===== src/rtl/div_sequencer_if.sv =====
// Start/done handshake bundle between an ALU DIV issuer and the sequential divider.
// The issuer uses the master view; the divider uses the slave view.
interface div_sequencer_if #(
    parameter int WIDTH = 32
);
    logic             start;
    logic [WIDTH-1:0] dividend;
    logic [WIDTH-1:0] divisor;
    logic             busy;
    logic             done;
    logic [WIDTH-1:0] quotient;
    logic [WIDTH-1:0] remainder;
    logic             div_by_zero;

    modport master (
        output start, dividend, divisor,
        input  busy, done, quotient, remainder, div_by_zero
    );

    modport slave (
        input  start, dividend, divisor,
        output busy, done, quotient, remainder, div_by_zero
    );
endinterface


===== src/rtl/div_sequencer.sv =====
// Multi-cycle signed integer divider: one non-restoring step per clock.
// Quotient goes to LO and remainder to HI. Quotient truncates toward zero and
// the remainder takes the sign of the dividend. A zero divisor short-cuts to
// DONE with quotient all ones and remainder equal to the dividend.
module div_sequencer #(
    parameter int WIDTH = 32
) (
    input  logic           clock,
    input  logic           reset,
    div_sequencer_if.slave bus
);

    localparam int CW = (WIDTH > 1) ? $clog2(WIDTH) : 1;
    localparam logic [CW-1:0] LAST_STEP = CW'(WIDTH - 1);

    typedef enum logic [2:0] {
        IDLE,
        SETUP,
        ITER,
        FIXUP,
        DONE
    } state_t;

    state_t state;
    state_t state_next;

    logic [WIDTH-1:0] dvd_r;
    logic [WIDTH-1:0] dvs_r;
    logic [WIDTH:0]   a_reg;
    logic [WIDTH-1:0] q_reg;
    logic [WIDTH:0]   m_reg;
    logic [CW-1:0]    count;
    logic             sq;
    logic             sr;
    logic [WIDTH-1:0] quotient_r;
    logic [WIDTH-1:0] remainder_r;
    logic             div0_r;

    logic [WIDTH-1:0] dvd_mag;
    logic [WIDTH-1:0] dvs_mag;
    logic [WIDTH:0]   a_shift;
    logic [WIDTH:0]   a_step;
    logic [WIDTH-1:0] q_step;
    logic [WIDTH-1:0] rem_mag;
    logic [WIDTH-1:0] quo_signed;
    logic [WIDTH-1:0] rem_signed;

    // A W-bit negate of -2^(W-1) yields 2^(W-1), which is the correct unsigned
    // magnitude, so W bits suffice; the divisor is zero-extended to W+1 for A.
    assign dvd_mag = dvd_r[WIDTH-1] ? -dvd_r : dvd_r;
    assign dvs_mag = dvs_r[WIDTH-1] ? -dvs_r : dvs_r;

    // One non-restoring step: the sign of the partial remainder before the
    // shift picks add or subtract, and the new sign gives the quotient bit.
    assign a_shift = {a_reg[WIDTH-1:0], q_reg[WIDTH-1]};
    assign a_step  = a_reg[WIDTH] ? (a_shift + m_reg) : (a_shift - m_reg);
    assign q_step  = {q_reg[WIDTH-2:0], ~a_step[WIDTH]};

    // A negative final partial remainder is restored; only the low W bits can
    // be non-zero afterwards, so the restore is done in W bits.
    assign rem_mag    = a_reg[WIDTH] ? (a_reg[WIDTH-1:0] + m_reg[WIDTH-1:0]) : a_reg[WIDTH-1:0];
    assign quo_signed = sq ? -q_reg : q_reg;
    assign rem_signed = sr ? -rem_mag : rem_mag;

    // State register; reset aborts any operation in flight.
    always_ff @(posedge clock) begin
        if (reset) begin
            state <= IDLE;
        end else begin
            state <= state_next;
        end
    end

    // Next-state sequencing: IDLE -> SETUP -> ITER x WIDTH -> FIXUP -> DONE.
    always_comb begin
        state_next = state;
        case (state)
            IDLE: begin
                if (bus.start) begin
                    state_next = SETUP;
                end
            end
            SETUP: begin
                if (dvs_r == '0) begin
                    state_next = DONE;
                end else begin
                    state_next = ITER;
                end
            end
            ITER: begin
                if (count == LAST_STEP) begin
                    state_next = FIXUP;
                end
            end
            FIXUP: begin
                state_next = DONE;
            end
            DONE: begin
                state_next = IDLE;
            end
            default: begin
                state_next = IDLE;
            end
        endcase
    end

    // Operand latch, iteration datapath and result registers.
    always_ff @(posedge clock) begin
        if (reset) begin
            dvd_r       <= '0;
            dvs_r       <= '0;
            a_reg       <= '0;
            q_reg       <= '0;
            m_reg       <= '0;
            count       <= '0;
            sq          <= 1'b0;
            sr          <= 1'b0;
            quotient_r  <= '0;
            remainder_r <= '0;
            div0_r      <= 1'b0;
        end else begin
            case (state)
                IDLE: begin
                    if (bus.start) begin
                        dvd_r  <= bus.dividend;
                        dvs_r  <= bus.divisor;
                        div0_r <= 1'b0;
                    end
                end
                SETUP: begin
                    sq    <= dvd_r[WIDTH-1] ^ dvs_r[WIDTH-1];
                    sr    <= dvd_r[WIDTH-1];
                    a_reg <= '0;
                    q_reg <= dvd_mag;
                    m_reg <= {1'b0, dvs_mag};
                    count <= '0;
                    if (dvs_r == '0) begin
                        quotient_r  <= '1;
                        remainder_r <= dvd_r;
                        div0_r      <= 1'b1;
                    end
                end
                ITER: begin
                    a_reg <= a_step;
                    q_reg <= q_step;
                    count <= count + CW'(1);
                end
                FIXUP: begin
                    quotient_r  <= quo_signed;
                    remainder_r <= rem_signed;
                    div0_r      <= 1'b0;
                end
                default: begin
                end
            endcase
        end
    end

    assign bus.busy        = (state != IDLE);
    assign bus.done        = (state == DONE);
    assign bus.quotient    = quotient_r;
    assign bus.remainder   = remainder_r;
    assign bus.div_by_zero = div0_r;

endmodule


===== src/flat_wrapper.sv =====
// flat-port wrapper written by rule: the top's interface ports become plain ports
module div_sequencer_flat 
#(
    parameter int WIDTH = 32
)
  (clock, reset, bus_start, bus_dividend, bus_divisor, bus_busy, bus_done, bus_quotient, bus_remainder, bus_div_by_zero);
  div_sequencer_if #(.WIDTH(WIDTH)) bus_i ();
  input  logic clock;
  input  logic reset;
  input wire logic [$bits(bus_i.start)-1:0] bus_start;
  input wire logic [$bits(bus_i.dividend)-1:0] bus_dividend;
  input wire logic [$bits(bus_i.divisor)-1:0] bus_divisor;
  output wire logic [$bits(bus_i.busy)-1:0] bus_busy;
  output wire logic [$bits(bus_i.done)-1:0] bus_done;
  output wire logic [$bits(bus_i.quotient)-1:0] bus_quotient;
  output wire logic [$bits(bus_i.remainder)-1:0] bus_remainder;
  output wire logic [$bits(bus_i.div_by_zero)-1:0] bus_div_by_zero;
  assign bus_i.start = bus_start;
  assign bus_i.dividend = bus_dividend;
  assign bus_i.divisor = bus_divisor;
  assign bus_busy = bus_i.busy;
  assign bus_done = bus_i.done;
  assign bus_quotient = bus_i.quotient;
  assign bus_remainder = bus_i.remainder;
  assign bus_div_by_zero = bus_i.div_by_zero;
  div_sequencer #(.WIDTH(WIDTH)) u_core (.clock(clock), .reset(reset), .bus(bus_i));
endmodule

===== config.mk =====
export PLATFORM = sky130hd
export DESIGN_NAME = div_sequencer_flat
export DESIGN_NICKNAME = d
export VERILOG_FILES = /design/src/rtl/div_sequencer_if.sv /design/src/rtl/div_sequencer.sv /design/src/flat_wrapper.sv
export SDC_FILE = /design/constraint.sdc
export NUM_CORES = 1
export LEC_CHECK = 0
export CAP_MARGIN = 30
export CORE_MARGIN = 3
export CORE_UTILIZATION = 54
export CTS_CLUSTER_SIZE = 30
export DETAILED_ROUTE_END_ITERATION = 16
export PLACE_DENSITY = 0.78
export SLEW_MARGIN = 20
export SYNTH_ARGS = -nofsm -noshare
export SYNTH_HDL_FRONTEND = slang
export SYNTH_SLANG_ARGS = --single-unit

===== constraint.sdc =====
create_clock -name clock -period 4.33 [get_ports clock]
set_input_delay 0.866 -clock clock [delete_from_list [all_inputs] [get_ports clock]]
set_output_delay 0.866 -clock clock [all_outputs]
set_load 0.01 [all_outputs]

==> impl_metrics.env <==
export IMPL_firstDrtPassIters=6
export IMPL_final_nets=2278
export IMPL_yosys_most_used_dff="dfxtp_1"
export IMPL_ys_types=97
export IMPL_area_delta_synth_final_pct=19.7
export IMPL_power_density_nw_per_um2=434
export IMPL_r2r_start="u_core.m_reg[2]"
export IMPL_clkTransAtPathRegs_ps=60
export IMPL_maxSlewHeadroom=0.379
export IMPL_rr_endpoint="u_core.q_reg[0]"
export IMPL_rsz0062_at_grt="true"
export IMPL_insertion_delay_ps=550
export IMPL_num_rows=61
export IMPL_hold_path_class="register to register"
export IMPL_cp_start_kind="register"
export IMPL_post_route_min_period_ps=4220
export IMPL_grt_pass1_wl_um=76600
export IMPL_route_met2_wl_um=22300
export IMPL_power_leakage_nw=7.22
export IMPL_vias_per_cell=6.22
export IMPL_grt_max_degree=84
export IMPL_overflow=0
export IMPL_grt_util_all_layers=0.302
export IMPL_crit_path_end="u_core.q_reg[0]"
export IMPL_yosysTopAreaCellShare=0.301
export IMPL_io_pins=134
export IMPL_dieWidth_um=177
export IMPL_ff2ff_setup_slack_ps=110
export IMPL_drt_total_wl_um=49100
export IMPL_yosysSeqAreaShare=0.301
export IMPL_wl_met1_um=21000
export IMPL_largest_reg_flops=33
export IMPL_cts_buffer_depth=3
export IMPL_antenna_found_initial=0
export IMPL_diodes=0
export IMPL_cts_buffers=26
export IMPL_path_cells="or3_4 -> or3_4 -> or3_4 -> nor3_2 -> buf_4 -> buf_4 -> nor2_1 -> xnor2_1 -> ha_1 -> and3_4 -> and3_4 -> a21boi_4 -> nor2_4 -> o211ai_1 -> buf_4 -> nand4_1 -> and3_1 -> nor3_2 -> a21oi_1"
export IMPL_dp_cells=2478
export IMPL_final_max_slew_violation_count=0
export IMPL_status="complete, no violations"
export IMPL_yosys_warnings=0
export IMPL_r2r_cells=19
export IMPL_fin_hold_ws_ps=450
export IMPL_die_y_um=177
export IMPL_synth_area_top_cells="dfxtp_1 30%, a21oi_1 7.2%, nand2_1 6.9%, xnor2_1 5.6%, ha_1 5.6%"
export IMPL_syn_inst=2029
export IMPL_power_total_mw=8.17
export IMPL_crit_arrival_ps=4620
export IMPL_tritoncts="built"
export IMPL_synth_top_area_cell="dfxtp_1"
export IMPL_slowest_stage="or3_4"
export IMPL_fmax_mhz=237
export IMPL_cts_hold_buf=0
export IMPL_synth_edf_count=0
export IMPL_crit_start="u_core.m_reg[2]"
export IMPL_vias=15767
export IMPL_setup_viol=0
export IMPL_gp_congestion=0.986
export IMPL_grt_pass1_vias=14579
export IMPL_die_area_sq_um=31200
export IMPL_worst_path_largest_cell_delay_ps=380
export IMPL_critical_path_class="register to register"
export IMPL_cts_max_level=1
export IMPL_highest_layer="met4"
export IMPL_drt_iter0_drc=1392
export IMPL_critPathCaptureType="register"
export IMPL_ant_nets=0
export IMPL_setup_tns_ps=0
export IMPL_fin_crit_sh=0.976
export IMPL_initial_core_util=0.557
export IMPL_avgSynthCellArea_sq_um=7.75
export IMPL_drt_wirelength_per_cell_um=19.4
export IMPL_fin_cells=2536
export IMPL_finClkSkew_ps=18.2
export IMPL_synthesis_area_sq_um=15700
export IMPL_root_buffer="clkbuf_16"
export IMPL_drive_gt1_frac=0.0941
export IMPL_drc=0
export IMPL_peakVddDrop_mv=0.288
export IMPL_cp_max_fo=4
export IMPL_cp_required_ps=4730
export IMPL_port_buffers=133
export IMPL_wl_met3_um=4260
export IMPL_coreArea_sq_um=28200
export IMPL_yosys_cell_count_top_type="nand2_1"
export IMPL_dp_hpwl_um=36600
export IMPL_async_reset_ff_frac=0
export IMPL_synth_seq_cells=236
export IMPL_synthTopCellsByCount="287 x nand2_1, 236 x dfxtp_1, 225 x a21oi_1"
export IMPL_maxCapViolCount=0
export IMPL_synth_nets=2168
export IMPL_tightest_slew_ps=928
export IMPL_cts_sinks=236
export IMPL_hold_viol=0
-- logic make-up after synthesis --
kind of cell | synth area share
compound gates | 0.273
mux | 0.0106
xor+xnor | 0.103
buf+inv | 0.0460
flops | 0.301
fa+ha+maj | 0.0583
simple gates | 0.209
-- layout make-up --
| class | instances | area [sq um] |
|---|---|---|
| inverters | 41 | 154 |
| clock inverters | 15 | 317 |
| fillers | 2444 | 9430 |
| well taps | 378 | 473 |
| repair buffers | 208 | 1960 |
| clock buffers | 32 | 723 |
| multi-input cells | 1626 | 10500 |
| flip-flops and latches | 236 | 4730 |
-- critical path: cells and delay by family, from the launching register on --
kind	cells	cell delay (ps)
simple gates	11	2340
buf+inv	3	420
xor+xnor	1	140
flops	1	310
fa+ha+maj	1	300
compound gates	3	570
-- report_power, final --
part           internal, mW  leakage [nW]  switching [mW]
Sequential             2.30          1.92           0.228
Clock                  1.72         0.504           0.944
Combinational          1.32          4.80            1.65
Total                  5.34          7.22            2.83
-- cell usage in the layout (no fill, tap or decap), types with 23 or more instances in the layout --
cell type	netlist	final
nand2_1	287	286
dfxtp_1	236	233
a21oi_1	225	222
nor2_1	167	165
clkdlybuf4s50_1	0	132
xnor2_1	101	101
xor2_1	81	81
o21ai_0	81	80
buf_4	1	71
ha_1	70	69
a22oi_1	51	51
nor3_1	56	50
a211oi_1	44	43
inv_1	40	40
or3_1	38	35
o31ai_1	35	35
nand3_1	31	31
a21o_1	27	27
clkbuf_16	0	26
o221ai_1	23	23
-- stage by stage --
step	setup WS [ps]	util	cell area [sq um]
floorplan	33.7	-	15700
global placement	54.4	0.619	17500
detailed placement	-95.8	0.620	17500
CTS	17.9	0.657	18600
global route	-62.8	0.666	18800
finish	106	0.666	18800
-- per-layer routing --
metal | global-route usage | up-vias
li1 | - | 7602
met1 | 0.410 | 7437
met2 | 0.491 | 631
met3 | 0.0538 | 97
met4 | 0.0953 | 0
met5 | 0 | -
-- how the worst min path moves through the flow --
stage | slack, ps | cells after the start | startpoint | end
finish | 450 | 2 | u_core.bus.remainder[9] | u_core.bus.remainder[9]
CTS | 450 | 2 | u_core.bus.remainder[9] | u_core.bus.remainder[9]
detailed placement | 440 | 2 | u_core.bus.remainder[9] | u_core.bus.remainder[9]
floorplan | 460 | 2 | u_core.dvs_r[21] | u_core.dvs_r[21]
global route | 480 | 2 | u_core.bus.remainder[16] | u_core.bus.remainder[16]
global placement | 440 | 2 | u_core.bus.remainder[5] | u_core.bus.remainder[5]
-- timing repair --
action                                  CTS  global route
endpoints found under the setup margin    4            17
buffers inserted                          0             9
gates resized for setup                   7            27
pin swaps                                 1            14
Note: power is estimated with default switching activity, not from simulation.
